$ cat src/rtl/uart_frame_pkg.sv
// Shared definitions for the UART frame decoder.
// Holds the decoder FSM state encoding, the err_code values reported on a
// rejected frame, and the default header/trailer byte values.
package uart_frame_pkg;

  typedef enum logic [2:0] {
    ST_IDLE      = 3'd0,
    ST_WAIT_HDR1 = 3'd1,
    ST_ADDR      = 3'd2,
    ST_DATA      = 3'd3,
    ST_CHK       = 3'd4,
    ST_WAIT_TAIL = 3'd5
  } state_e;

  localparam logic [1:0] ERR_BAD_CHK  = 2'd0;
  localparam logic [1:0] ERR_BAD_TAIL = 2'd1;
  localparam logic [1:0] ERR_BAD_ADDR = 2'd2;
  localparam logic [1:0] ERR_TIMEOUT  = 2'd3;

  localparam logic [7:0] DEF_HDR0 = 8'h55;
  localparam logic [7:0] DEF_HDR1 = 8'hA5;
  localparam logic [7:0] DEF_TAIL = 8'hF0;

endpackage

$ cat src/rtl/uart_frame_decoder_if.sv
// Bundle between a UART byte source and the frame decoder.
//   rx_data/rx_done : byte stream into the decoder
//   ctrl/ctrl_upd   : channel registers and per-channel write pulses
//   frame_err/err_code : reject pulse and its held cause
//   state           : decoder FSM state, debug observation only
// Handshake: rx_done is a one-cycle valid strobe qualifying rx_data; there is
// no ready/backpressure, so the decoder consumes every byte on the cycle it is
// strobed.
interface uart_frame_decoder_if #(
  parameter int N_CH       = 4,
  parameter int DATA_BYTES = 1
);
  logic [7:0]                   rx_data;
  logic                         rx_done;
  logic [N_CH*8*DATA_BYTES-1:0] ctrl;
  logic [N_CH-1:0]              ctrl_upd;
  logic                         frame_err;
  logic [1:0]                   err_code;
  uart_frame_pkg::state_e       state;

  modport master (
    output rx_data, rx_done,
    input  ctrl, ctrl_upd, frame_err, err_code, state
  );

  modport slave (
    input  rx_data, rx_done,
    output ctrl, ctrl_upd, frame_err, err_code, state
  );
endinterface

$ cat src/rtl/uart_rx_timeout.sv
// Inter-byte idle counter.
//   clear_i   : restart counting (a byte arrived)
//   enable_i  : count while a frame is in progress
//   expired_o : one-cycle pulse on the TIMEOUT_CYC-th consecutive idle clock
// A clear on the terminal cycle suppresses the pulse, so a byte arriving
// exactly at the limit still belongs to the frame.
module uart_rx_timeout #(
  parameter int TIMEOUT_CYC = 100000
) (
  input  logic clk,
  input  logic rst_n,
  input  logic clear_i,
  input  logic enable_i,
  output logic expired_o
);
  localparam int             CW   = $clog2(TIMEOUT_CYC + 1);
  localparam logic [CW-1:0]  LAST = CW'(TIMEOUT_CYC - 1);

  logic [CW-1:0] cnt_q, cnt_d;

  assign expired_o = enable_i && !clear_i && (cnt_q == LAST);

  always_comb begin
    cnt_d = cnt_q;
    if (clear_i || !enable_i || expired_o) begin
      cnt_d = '0;
    end else begin
      cnt_d = cnt_q + CW'(1);
    end
  end

  always_ff @(posedge clk or negedge rst_n) begin
    if (!rst_n) begin
      cnt_q <= '0;
    end else begin
      cnt_q <= cnt_d;
    end
  end
endmodule

$ cat src/rtl/uart_frame_decoder.sv
// Decodes framed UART bytes (HDR0 HDR1 ADDR payload CHK TAIL) into per-channel
// control registers.
//   clk, rst_n : system clock, asynchronous active-low reset
//   bus        : slave side of uart_frame_decoder_if (byte stream in,
//                ctrl/ctrl_upd/frame_err/err_code/state out)
// A frame is always consumed through its trailer byte; the verdict (accept or
// one error cause) is taken on the trailer edge.
module uart_frame_decoder
  import uart_frame_pkg::*;
#(
  parameter int         N_CH        = 4,
  parameter int         DATA_BYTES  = 1,
  parameter logic [7:0] HDR0        = DEF_HDR0,
  parameter logic [7:0] HDR1        = DEF_HDR1,
  parameter logic [7:0] TAIL        = DEF_TAIL,
  parameter int         TIMEOUT_CYC = 100000
) (
  input logic               clk,
  input logic               rst_n,
  uart_frame_decoder_if.slave bus
);
  localparam int         DW        = 8 * DATA_BYTES;
  localparam int         CW        = N_CH * DW;
  localparam logic [1:0] LAST_BYTE = 2'(DATA_BYTES - 1);

  state_e          state_q, state_d;
  logic [7:0]      addr_q, addr_d;
  logic [DW-1:0]   payload_q, payload_d;
  logic [7:0]      sum_q, sum_d;
  logic [1:0]      byte_cnt_q, byte_cnt_d;
  logic            chk_ok_q, chk_ok_d;
  logic [CW-1:0]   ctrl_q, ctrl_d;
  logic [N_CH-1:0] ctrl_upd_q, ctrl_upd_d;
  logic            frame_err_q, frame_err_d;
  logic [1:0]      err_code_q, err_code_d;
  logic            expired;

  uart_rx_timeout #(.TIMEOUT_CYC(TIMEOUT_CYC)) u_timeout (
    .clk      (clk),
    .rst_n    (rst_n),
    .clear_i  (bus.rx_done),
    .enable_i (state_q != ST_IDLE),
    .expired_o(expired)
  );

  assign bus.ctrl      = ctrl_q;
  assign bus.ctrl_upd  = ctrl_upd_q;
  assign bus.frame_err = frame_err_q;
  assign bus.err_code  = err_code_q;
  assign bus.state     = state_q;

  always_comb begin
    state_d     = state_q;
    addr_d      = addr_q;
    payload_d   = payload_q;
    sum_d       = sum_q;
    byte_cnt_d  = byte_cnt_q;
    chk_ok_d    = chk_ok_q;
    ctrl_d      = ctrl_q;
    ctrl_upd_d  = '0;
    frame_err_d = 1'b0;
    err_code_d  = err_code_q;

    // expired is already masked by rx_done inside the counter.
    if (expired) begin
      state_d     = ST_IDLE;
      frame_err_d = 1'b1;
      err_code_d  = ERR_TIMEOUT;
    end else if (bus.rx_done) begin
      unique case (state_q)
        ST_IDLE: begin
          if (bus.rx_data == HDR0) state_d = ST_WAIT_HDR1;
        end
        ST_WAIT_HDR1: begin
          if (bus.rx_data == HDR1)      state_d = ST_ADDR;
          else if (bus.rx_data != HDR0) state_d = ST_IDLE;
        end
        ST_ADDR: begin
          addr_d     = bus.rx_data;
          sum_d      = bus.rx_data;
          byte_cnt_d = '0;
          state_d    = ST_DATA;
        end
        ST_DATA: begin
          // MS byte arrives first, so shift up and append.
          payload_d  = (payload_q << 8) | DW'(bus.rx_data);
          sum_d      = sum_q + bus.rx_data;
          byte_cnt_d = byte_cnt_q + 2'd1;
          if (byte_cnt_q == LAST_BYTE) state_d = ST_CHK;
        end
        ST_CHK: begin
          chk_ok_d = (bus.rx_data == sum_q);
          state_d  = ST_WAIT_TAIL;
        end
        ST_WAIT_TAIL: begin
          state_d = ST_IDLE;
          if (!chk_ok_q) begin
            frame_err_d = 1'b1;
            err_code_d  = ERR_BAD_CHK;
          end else if (bus.rx_data != TAIL) begin
            frame_err_d = 1'b1;
            err_code_d  = ERR_BAD_TAIL;
          end else if (addr_q >= 8'(N_CH)) begin
            frame_err_d = 1'b1;
            err_code_d  = ERR_BAD_ADDR;
          end else begin
            for (int k = 0; k < N_CH; k++) begin
              if (addr_q == 8'(k)) begin
                ctrl_d[k*DW +: DW] = payload_q;
                ctrl_upd_d[k]      = 1'b1;
              end
            end
          end
        end
        default: state_d = ST_IDLE;
      endcase
    end
  end

  always_ff @(posedge clk or negedge rst_n) begin
    if (!rst_n) begin
      state_q     <= ST_IDLE;
      addr_q      <= '0;
      payload_q   <= '0;
      sum_q       <= '0;
      byte_cnt_q  <= '0;
      chk_ok_q    <= 1'b0;
      ctrl_q      <= '0;
      ctrl_upd_q  <= '0;
      frame_err_q <= 1'b0;
      err_code_q  <= '0;
    end else begin
      state_q     <= state_d;
      addr_q      <= addr_d;
      payload_q   <= payload_d;
      sum_q       <= sum_d;
      byte_cnt_q  <= byte_cnt_d;
      chk_ok_q    <= chk_ok_d;
      ctrl_q      <= ctrl_d;
      ctrl_upd_q  <= ctrl_upd_d;
      frame_err_q <= frame_err_d;
      err_code_q  <= err_code_d;
    end
  end
endmodule

$ cat src/flat_wrapper.sv
// flat-port wrapper written by rule: the top's interface ports become plain ports
module uart_frame_decoder_flat import uart_frame_pkg::*;
#(
  parameter int         N_CH        = 4,
  parameter int         DATA_BYTES  = 1,
  parameter logic [7:0] HDR0        = DEF_HDR0,
  parameter logic [7:0] HDR1        = DEF_HDR1,
  parameter logic [7:0] TAIL        = DEF_TAIL,
  parameter int         TIMEOUT_CYC = 100000
)
  (clk, rst_n, bus_rx_data, bus_rx_done, bus_ctrl, bus_ctrl_upd, bus_frame_err, bus_err_code, bus_state);
  uart_frame_decoder_if #(.N_CH(N_CH), .DATA_BYTES(DATA_BYTES)) bus_i ();
  input logic clk;
  input logic rst_n;
  input wire logic [$bits(bus_i.rx_data)-1:0] bus_rx_data;
  input wire logic [$bits(bus_i.rx_done)-1:0] bus_rx_done;
  output wire logic [$bits(bus_i.ctrl)-1:0] bus_ctrl;
  output wire logic [$bits(bus_i.ctrl_upd)-1:0] bus_ctrl_upd;
  output wire logic [$bits(bus_i.frame_err)-1:0] bus_frame_err;
  output wire logic [$bits(bus_i.err_code)-1:0] bus_err_code;
  output wire logic [$bits(bus_i.state)-1:0] bus_state;
  assign bus_i.rx_data = bus_rx_data;
  assign bus_i.rx_done = bus_rx_done;
  assign bus_ctrl = bus_i.ctrl;
  assign bus_ctrl_upd = bus_i.ctrl_upd;
  assign bus_frame_err = bus_i.frame_err;
  assign bus_err_code = bus_i.err_code;
  assign bus_state = bus_i.state;
  uart_frame_decoder #(.N_CH(N_CH), .DATA_BYTES(DATA_BYTES), .HDR0(HDR0), .HDR1(HDR1), .TAIL(TAIL), .TIMEOUT_CYC(TIMEOUT_CYC)) u_core (.clk(clk), .rst_n(rst_n), .bus(bus_i));
endmodule
$ cat config.mk
export PLATFORM = sky130hd
export DESIGN_NAME = uart_frame_decoder_flat
export DESIGN_NICKNAME = d
export VERILOG_FILES = /design/src/rtl/uart_frame_pkg.sv /design/src/rtl/uart_frame_decoder_if.sv /design/src/rtl/uart_rx_timeout.sv /design/src/rtl/uart_frame_decoder.sv /design/src/flat_wrapper.sv
export SDC_FILE = /design/constraint.sdc
export NUM_CORES = 1
export LEC_CHECK = 0
export ABC_CLOCK_PERIOD_IN_PS = 2300
export BUFFER_PORTS_ARGS = -buffer_cell sky130_fd_sc_hd__buf_2
export CAP_MARGIN = 20
export CORE_MARGIN = 2
export CORE_UTILIZATION = 45
export CTS_CLUSTER_SIZE = 20
export DETAILED_ROUTE_END_ITERATION = 16
export PLACE_DENSITY = 0.67
export SYNTH_ARGS = -nofsm -noshare
export SYNTH_HDL_FRONTEND = slang
export SYNTH_HIERARCHICAL = 1
export SYNTH_SLANG_ARGS = --single-unit
$ cat constraint.sdc
create_clock -name clk -period 2.3 [get_ports clk]
set_input_delay 0.345 -clock clk [delete_from_list [all_inputs] [get_ports clk]]
set_output_delay 0.345 -clock clk [all_outputs]
set_load 0.01 [all_outputs]
==> results.sh <==
export IMPL_ys_flop_type="dfrtp_1"
export IMPL_finalPower_mw=3.31
export IMPL_clk_path_buf_depth=2
export IMPL_die_w_um=99.2
export IMPL_grt_usage_pct=18.5
export IMPL_r2r_start="u_core/u_timeout/cnt_q[1]"
export IMPL_seq_area_um2=2150
export IMPL_syn_inst=348
export IMPL_max_freq_mhz=447
export IMPL_final_hold_violation_count=0
export IMPL_clkSinkCount=86
export IMPL_r2r_end="u_core/payload_q[5]"
export IMPL_h_tree_depth=3
export IMPL_fillers=742
export IMPL_cp_startpoint="u_core/u_timeout/cnt_q[1]"
export IMPL_outcome="completed"
export IMPL_drt_total_wl_mm=8.72
export IMPL_syn_num_nets=369
export IMPL_synthArstFlopShare_pct=100
export IMPL_skew_ns=0.0131
export IMPL_drt_pre_antenna_iters=4
export IMPL_grt_max_degree=44
export IMPL_synth_edf_count=0
export IMPL_core_area_um2=8760
export IMPL_setup_worst_path_end="u_core/payload_q[5]"
export IMPL_seq_area_frac_synth_pct=52.8
export IMPL_finalNetCount=463
export IMPL_num_io_pins=53
export IMPL_grt_pass1_vias=2956
export IMPL_drcViolationCount=0
export IMPL_drtIter0Drc=149
export IMPL_report_final_setup_viol=0
export IMPL_crit_type="flip-flop to flip-flop"
export IMPL_ys_warn_count=6
export IMPL_grt_antenna_before_repair=0
export IMPL_via_per_inst=5.31
export IMPL_hold_path_class="input port to flip-flop"
export IMPL_synth_area_um2=4080
export IMPL_tightest_slew_ns=0.404
export IMPL_placementRows=34
export IMPL_rsz0062_at_grt="true"
export IMPL_place_congestion=0.839
export IMPL_clk_pin_slew_ns=0.09
export IMPL_critical_path_arrival_ns=2.48
export IMPL_detail_route_antenna_nets=0
export IMPL_syn_to_final_growth_pct=23.8
export IMPL_wire_per_inst_um=15.7
export IMPL_fin_util_pct=57.6
export IMPL_dieHeight_um=99.2
export IMPL_timing_final_ws_setup_ns=0.0649
export IMPL_placed_cells=536
export IMPL_period_share_pct=97.2
export IMPL_drv_slew=0
export IMPL_root_buffer="clkbuf_8"
export IMPL_peakVddDrop_mv=0.313
export IMPL_pre_cts_ws_ns=-0.120
export IMPL_fin_crit_ns=2.24
export IMPL_grt_overflow_total=0
export IMPL_dieArea_um2=9840
export IMPL_start_util_pct=46.5
export IMPL_p_leak_nw=2.60
export IMPL_grt_pass1_wl_mm=14.4
export IMPL_synth_seq_cells=86
export IMPL_drive_gt1_share_pct=40.3
export IMPL_crit_path_end_kind="flip-flop"
export IMPL_slew_headroom_pct=73.1
export IMPL_startpoint_type="flip-flop"
export IMPL_diodes=0
export IMPL_dpl_hpwl_mm=6.25
export IMPL_reg2reg_depth=9
export IMPL_vias=2945
export IMPL_multi_input_area_um2=1870
export IMPL_cts_tree="yes"
export IMPL_synth_distinct_cells=53
export IMPL_cap_violations=0
export IMPL_whs_ns=0.288
export IMPL_instances_no_fill=555
export IMPL_powerDensity_nw_per_um2=656
export IMPL_worstPathRequired_ns=2.54
export IMPL_cts_buffers=9
export IMPL_synth_area_per_cell_um2=11.7
export IMPL_worstPathMaxFanout=9
export IMPL_clock_latency_ns=0.36
export IMPL_port_buffers=52
export IMPL_r2r_slack_ns=0.06
[synth_stat cells, drive strengths merged (4+ instances only)]
master	n	share of area (%)
nand2	25	2.4
buf	7	1.3
xnor2	18	3.9
nand3	13	1.8
dfrtp	86	53
inv	14	1.3
mux2	47	13
nand4	7	1.7
nor2	33	3.2
ha	9	2.8
nor4	9	2.4
nor3	8	0.98
a21oi	12	1.5
o21ai	12	1.5
o22ai	4	0.61
[metal layers]
metal | global-route usage [%] | vias up | share of wire (%)
met1 | 25.4 | 1448 | 48
met3 | 2.81 | 13 | 3.8
met5 | 0 | - | 0
met2 | 30.1 | 62 | 47
met4 | 6.64 | 0 | 1.2
li1 | - | 1422 | -
[stage by stage]
| step | instance area [µm²] | setup TNS, ns |
|---|---|---|
| final | 5050 | 0 |
| after global routing | 5050 | -0.344 |
| after CTS | 4990 | 0 |
| after detailed placement | 4710 | -1.31 |
| after global placement | 4710 | -0.577 |
| after floorplan | 4080 | 0 |
[flip-flops by register name, indices dropped and copies added, names as in the netlist]
signal,flops
u_core/byte_cnt_q,2
u_core/u_timeout/cnt_q,17
u_core/addr_q,8
u_core/payload_q,8
u_core/bus.frame_err,1
u_core/sum_q,8
u_core/bus.state,3
u_core/bus.ctrl_upd,4
u_core/bus.ctrl,32
u_core/chk_ok_q,1
u_core/bus.err_code,2
[layout make-up]
| type | count | area share (%) |
|---|---|---|
| clock buffer | 9 | 2.45 |
| clock inverter | 7 | 2.78 |
| inverter | 14 | 1.04 |
| multi-input combinational | 239 | 37.0 |
| sequential | 86 | 42.6 |
| tap | 108 | 2.68 |
| timing repair buffer | 92 | 11.5 |
[how the worst min path moves through the flow]
stage                        to            from  slack (ns)  cells past startpoint
6_report       u_core/addr_q[6]  bus_rx_data[6]        0.29                      3
5_1_grt        u_core/addr_q[6]  bus_rx_data[6]        0.30                      3
4_1_cts        u_core/addr_q[6]  bus_rx_data[6]        0.28                      3
3_5_place_dp    u_core/sum_q[3]           rst_n        0.24                      1
3_3_place_gp    u_core/sum_q[4]           rst_n        0.24                      1
2_1_floorplan  u_core/addr_q[0]           rst_n        0.05                      0
[worst max-delay path: stages, from the launching register on]
cell	delay, ns
dfrtp_1	0.41
ha_2	0.19
nand4_2	0.09
nand4b_1	0.20
nor2_4	0.07
nor2b_1	0.17
nand3b_1	0.19
nor2_1	0.20
buf_4	0.24
mux2_2	0.36
[layout by cell type, fill, tap and decap left out, types with 4 or more instances in the layout]
cell      instances
nor2_1           29
nand2_1          24
o22ai_1           4
nand4_1           4
nor4_1            4
o21ai_0          12
dfrtp_1          86
a21oi_1          12
xnor2_1          18
buf_4            39
ha_1              8
clkbuf_8          9
buf_2            51
inv_1            14
nor3_1            8
mux2_2           47
nand3_1          11
[where the power goes]
group          switching (mW)  internal [mW]  leakage (nW)
sequential             0.0226           1.54          1.18
clock                   0.605          0.753         0.132
combinational           0.236          0.150          1.28
[cell families after synthesis]
kind of cell    after synthesis  synth area share (%)
mux                          50                  13.7
fa+ha+maj                    10                  3.25
xor+xnor                     20                  4.30
simple gates                119                  17.3
flops                        86                  52.8
compound gates               39                  5.80
buf+inv                      24                  2.85
[timing repair]
action,4_1_cts,5_1_grt
pin swaps,0,0
setup buffers,0,1
endpoints found under the hold margin,16,0
gates resized for setup,3,8
gates cloned,0,1
hold buffers,1,0
endpoints found under the setup margin,17,52
No activity file was read; power rests on OpenSTA's default activity.
